**src/rtl/output_controler_if.sv**
```systemverilog
// output_controler_if: request/flit/grant/write bundle between input ports, the output controller and downstream
interface output_controler_if #(parameter int DATA_W = 8);
    logic [4:0]          req;
    logic [5*DATA_W-1:0] Data_in;
    logic                full;
    logic [4:0]          grant;
    logic [DATA_W-1:0]   Data_out;
    logic                write;
    modport master (input req, Data_in, full, output grant, Data_out, write);
    modport slave (output req, Data_in, full, input grant, Data_out, write);
endinterface

```
**src/rtl/output_controler.sv**
```systemverilog
// output_controler: arbitrates five input ports onto one output; OUTCTRL_RR_EN selects round-robin, else fixed priority
module output_controler #(parameter int DATA_W = 8) (
    input  logic                clk,
    input  logic                rst,
    output_controler_if.master  bus
);
    typedef enum logic {IDLE, SEND} state_t;
    state_t              state_q, state_d;
    logic [DATA_W-1:0]   hold_q, hold_d, data_out_q, data_out_d;
    logic [4:0]          grant_q, grant_d;
    logic [2:0]          last_q, last_d, win;
    logic                write_q, write_d;
    int                  j;
    // winner selection over the current requests; nearest candidate overwrites farther ones
    always_comb begin
        win = 3'd0;
        j   = 0;
        for (int k = 4; k >= 0; k--) begin
`ifdef OUTCTRL_RR_EN
            j = int'(last_q) + 1 + k;
            if (j >= 5) j = j - 5;
`else
            j = k;
`endif
            if (bus.req[j]) win = 3'(j);
        end
    end
    // next-state: capture and grant in IDLE, drain the held flit in SEND once downstream has room
    always_comb begin
        state_d    = state_q;
        hold_d     = hold_q;
        last_d     = last_q;
        data_out_d = data_out_q;
        grant_d    = '0;
        write_d    = 1'b0;
        if (state_q == IDLE) begin
            if (|bus.req) begin
                hold_d  = bus.Data_in[win*DATA_W +: DATA_W];
                grant_d = 5'b00001 << win;
                last_d  = win;
                state_d = SEND;
            end
        end else if (!bus.full) begin
            data_out_d = hold_q;
            write_d    = 1'b1;
            state_d    = IDLE;
        end
    end
    // state registers with asynchronous active-low clear
    always_ff @(posedge clk or negedge rst) begin
        if (!rst) begin
            state_q    <= IDLE;
            hold_q     <= '0;
            last_q     <= 3'd4;
            data_out_q <= '0;
            grant_q    <= '0;
            write_q    <= 1'b0;
        end else begin
            state_q    <= state_d;
            hold_q     <= hold_d;
            last_q     <= last_d;
            data_out_q <= data_out_d;
            grant_q    <= grant_d;
            write_q    <= write_d;
        end
    end
    assign bus.grant    = grant_q;
    assign bus.Data_out = data_out_q;
    assign bus.write    = write_q;
endmodule

```
**src/flat_wrapper.sv**
```systemverilog
// flat-port wrapper written by rule: the top's interface ports become plain ports
module output_controler_flat 
#(parameter int DATA_W = 8)
  (clk, rst, bus_req, bus_Data_in, bus_full, bus_grant, bus_Data_out, bus_write);
  output_controler_if #(.DATA_W(DATA_W)) bus_i ();
  input  logic clk;
  input  logic rst;
  input wire logic [$bits(bus_i.req)-1:0] bus_req;
  input wire logic [$bits(bus_i.Data_in)-1:0] bus_Data_in;
  input wire logic [$bits(bus_i.full)-1:0] bus_full;
  output wire logic [$bits(bus_i.grant)-1:0] bus_grant;
  output wire logic [$bits(bus_i.Data_out)-1:0] bus_Data_out;
  output wire logic [$bits(bus_i.write)-1:0] bus_write;
  assign bus_i.req = bus_req;
  assign bus_i.Data_in = bus_Data_in;
  assign bus_i.full = bus_full;
  assign bus_grant = bus_i.grant;
  assign bus_Data_out = bus_i.Data_out;
  assign bus_write = bus_i.write;
  output_controler #(.DATA_W(DATA_W)) u_core (.clk(clk), .rst(rst), .bus(bus_i));
endmodule
```
**config.mk**
```make
export PLATFORM = sky130hd
export DESIGN_NAME = output_controler_flat
export DESIGN_NICKNAME = d
export VERILOG_FILES = /design/src/rtl/output_controler_if.sv /design/src/rtl/output_controler.sv /design/src/flat_wrapper.sv
export SDC_FILE = /design/constraint.sdc
export NUM_CORES = 1
export LEC_CHECK = 0
export CORE_MARGIN = 3
export CORE_UTILIZATION = 41
export CTS_CLUSTER_DIAMETER = 60
export DETAILED_ROUTE_END_ITERATION = 8
export PLACE_DENSITY = 0.79
export SLEW_MARGIN = 20
export SYNTH_ARGS = -nofsm -noshare
export SYNTH_HDL_FRONTEND = slang
export SYNTH_SLANG_ARGS = --single-unit
```
**constraint.sdc**
```tcl
create_clock -name clk -period 1.4 [get_ports clk]
set_input_delay 0.14 -clock clk [delete_from_list [all_inputs] [get_ports clk]]
set_output_delay 0.14 -clock clk [all_outputs]
set_load 0.01 [all_outputs]
```
* Word-level counts from Yosys, hierarchy flattened
Cells that the tools add are included. Widths: inputs -> output; s select.
Operators by class: bitwise gates (word level) 2, shift operators 2, muxes and demuxes 12, reductions and logical operators 3
Operator list (count):
- $shiftx 40x7->8 | 1
- $mux 3 | 5
- $mux 5 | 2
- $mux 1 | 5
- $reduce_or 5->1 | 1
- $shl 1x3->5 const A | 1
- $reduce_and 2->1 | 2
- $not 1->1 | 2
Storage, ports and cells: output and inout bits 14, bits of input ports 48, register bits after elaboration 23

* Longest topological paths before layout
depth in word-level cells 8, depth in mapped cells 6, mapped depth without buffers 4

* Worst setup path after synthesis
Ideal clock, no wire load.
kind reg2reg, from register u_core.state_q, to register u_core.data_out_q[0] (netlist: u_core.bus.Data_out[0]), stages on the path, launching flop included 4, library setup time 125 ps, slack 121 ps, data required time 1275 ps, path buffers 0, data arrival time 1154 ps, cells stage by stage dfrtp_1 inv_1 nor2_2 mux2_2
Between the ends: cells in the longest elaborated chain, start to end 1
RTL lines:
- from (decl) | RTL line output_controler.sv:8 | state_t state_q, state_d;
- from (signal assigned) | RTL line output_controler.sv:59 | state_q <= state_d;
- $reduce_and 2->1 (no source line)
- to (signal assigned) | RTL line output_controler.sv:62 | data_out_q <= data_out_d;
- to (decl) | RTL line output_controler.sv:9 | logic [DATA_W-1:0] hold_q, hold_d, data_out_q, data_out_d;
Every way passes these cells. A chain may end at the register's enable or synchronous reset.

* Worst setup path in the final report
from register u_core.data_out_q[1] (netlist: u_core.bus.Data_out[1]), to output port bus_Data_out[1]
RTL lines:
- to (decl) | RTL line flat_wrapper.sv:12 | output wire logic [$bits(bus_i.Data_out)-1:0] bus_Data_out;
No word-level cell between the ends.

==> key figures <==
Status
  – Outcome: completed

Setup path
  – Crit path max-delay family: buffers and inverters
  – Worst path slowest cell: clkdlybuf4s50_1
  – Critical Path Stages: 1
  – Crit-path max cell delay: 530 ps
  – Crit path capture type: output port
  – Worst Path Required: between 1000 and 1500 ps
  – Crit Path Class: flip-flop to output port
  – R2r setup slk: 160 ps
  – Bufs and invs on worst path: 1
  – CP Max Fanout: 2
  – Worst-path cell chain: clkdlybuf4s50_1
  – R2r worst-path depth: 4
  – FF-to-FF Start: u_core.state_q$_DFF_PN0_
  – CP Data Arrival Time: 1210 ps
  – R2R Path End: u_core.hold_q[4]$_DFFE_PN0P_
  – CP Launch Type: flip-flop

Route
  – Drt wl/cell: 13.1 µm
  – Via density: 4.99
  – Total number of vias: between 1000 and 1500
  – Final WL: roughly 3300 µm
  – Residual DRC count: 0
  – DRT iter0 DRCs: 39
  – Routed Antenna Nets: 0
  – Detailed Routing Iterations Pass 1: 4

Yosys
  – Simple-gate share of the synthesized area: 24.3%
  – Mux contribution to synthesized area: about 6.7%
  – Cell Area, Synth: 1350 µm²
  – Main flop type after synthesis: dfrtp_1
  – Count leader, synth: dfrtp_1
  – Mapped Cells: 144
  – Yosys cell types: 23
  – Yosys top cell by area: dfrtp_1
  – Post-synthesis xor/xnor area fraction: 0%
  – Synth top area share: a little over two fifths
  – Ranking of synthesized cells by area: dfrtp_1 43%, nand2b_1 7.4%, o31ai_2 7.4%
  – Fraction of registers with async set/reset: 100%
  – Main combinational cell family by area after synthesis: simple AND/OR/NAND/NOR gates
  – Post-synth top cells: 23 x dfrtp_1, 17 x nand2_1, 16 x a21oi_1, 16 x nand2b_1, 9 x nor2_1
  – Seq/Total Area, Yosys: a little over two fifths
  – Seq cells post-synth: 23
  – Mapped Nets: 192
  – Area share of fa/ha/maj cells after synthesis: 0%
  – Avg Synthesized Cell Area: 9.40 µm²
  – Compound-Gate Fraction of Synth Area: a little over a fifth
  – Synth warnings: 0
  – Post-synth EDFFs: 0

Finish
  – Diodes inserted: 0
  – Share of cells above drive strength 1: 20.5%
  – Final net count: between 200 and 300
  – Final cell count without fillers: 254
  – Area Growth Syn to Fin: 59.4%

CTS
  – Maximum clock insertion buffer count: 2
  – CTS H-tree depth: 1
  – CTS tree: built
  – Clk sink count: 23
  – Later-pin clock latency in the skew report: 310 ps
  – Post-CTS setup buffer count: 0
  – CTS buffer count: 3
  – Clock transition at path regs: 120 ps
  – Root Driver: clkbuf_4

Floorplan
  – Die Y: 63.5 µm
  – I/O pin count: 62
  – Cell row count: 20
  – Initial Util: about 44%
  – Die width: roughly 63 µm
  – Core area: 3100 µm²
  – Die area: 4030 µm²

STA
  – Max-slew headroom: 80.9%
  – Post-layout minimum cycle time: 1350 ps
  – Tcrit/Tclk final: 96.3%
  – Fin. max-slew vios: 0
  – RSZ-0062 raised after global routing: yes
  – Setup Viol. Count Final: 0
  – Slew @ Worst Pin: 286 ps
  – Achievable Freq: 742 MHz
  – Fin. Hold Viols: 0
  – Hold_ws: 164 ps
  – Total negative slack: 0 ps
  – Skew final: approximately 1.1 ps

Power and ir drop
  – PwrDens: 829 nW/µm²
  – Power Total: 1.79 mW
  – Leak: around 0.9 nW
  – Maximum vdd drop: 0.000307 V

Hold path
  – Hold Path Class: input port to async pin

Job
  – Number of max-cap violations: 0

GRT
  – Initial antenna violation count: 0
  – Gr ovfl total: 0
  – GRT Util Overall: 17.3%
  – Pin count of the biggest net entering global routing: 24
  – Number of global-route vias before repair: 1268
  – First-pass GRT wire length: 5730 µm

Place
  – Gp weighted congestion: 0.775
  – Dpl cells: 250
  – Buffers on Ports: 61
  – Hpwl dp: ~2700 µm
-- where the power goes --
part	internal (mW)	switching (mW)
Combinational	0.399	0.250
Clock	0.112	0.196
Sequential	0.777	0.0557
Total	1.29	0.502
-- stage by stage --
stage / util [%] / setup slack [ps] / instance area, µm²
5_1_grt: 69.6 / -10.6 / 2160
3_5_place_dp: 67.0 / -355 / 2080
6_report: 69.6 / 51.4 / 2160
2_1_floorplan: - / 121 / 1350
3_3_place_gp: 67.0 / -265 / 2080
4_1_cts: 67.8 / -20.5 / 2100
-- placed cells by master, fill, tap and decap left out, drive strengths merged --
cell and count:
or2 1, nor2 10, nand3b 8, o21ai 8
nor2b 1, inv 2, nor3b 1, a21oi 16
clkbuf 4, mux2 8, nand2 17, and2 1
nor4b 2, a211oi 8, nand2b 16, nor4 1
dfrtp 23, clkdlybuf4s50 56, a21o 1, buf 12
o31ai 8, a31oi 1, dlymetal6s2s 5
-- flip-flops by register name, indices dropped and copies added (netlist names) --
name	count
u_core.bus.Data_out	8
u_core.state_q	1
u_core.bus.grant	5
u_core.bus.write	1
u_core.hold_q	8
-- timing repair --
| item | 4_1_cts | 5_1_grt |
|---|---|---|
| hold buffers | 0 | 0 |
| resized for setup | 0 | 17 |
| endpoints found under the setup margin | 2 | 13 |
-- per-layer routing --
metal	GRT usage (%)	routed length [µm]	share of wire [%]	up-vias
met3	3.39	241	7.2	4
met2	27.4	1500	45	53
li1	-	-	-	637
met1	24.0	1560	47	573
met5	0	0	0	-
met4	4.85	36	1.1	0
-- how the worst max path moves through the flow --
stage                                              end  slack [ps]                               start
floorplan           u_core.bus.Data_out[0]$_DFFE_PN0P_         120            u_core.state_q$_DFF_PN0_
global placement          u_core.hold_q[5]$_DFFE_PN0P_        -260                          bus_req[0]
CTS                       u_core.hold_q[1]$_DFFE_PN0P_         -20                          bus_req[0]
global route              u_core.hold_q[4]$_DFFE_PN0P_         -10                          bus_req[1]
detailed placement        u_core.hold_q[1]$_DFFE_PN0P_        -350                          bus_req[0]
finish                                 bus_Data_out[1]          50  u_core.bus.Data_out[1]$_DFFE_PN0P_
-- worst reg2reg max path: stages (launching register included) --
cell and delay (ps):
dfrtp_1 400, buf_4 160, a21o_2 200, buf_12 150, o31ai_2 250
-- cell type report --
class | instances | area [µm²]
clock buffers | 4 | 26.3
fillers | 262 | 945
inverters | 2 | 7.51
multi-input cells | 108 | 752
flip-flops and latches | 23 | 576
well taps | 44 | 55.1
repair buffers | 73 | 742
-- cells by family (layout without fill, tap and decap cells) --
family	Yosys count	count (layout)
simple gates	58	58
compound gates	42	42
flops	23	23
buf+inv	13	79
mux	8	8
Note: power is estimated with default switching activity, not from simulation.
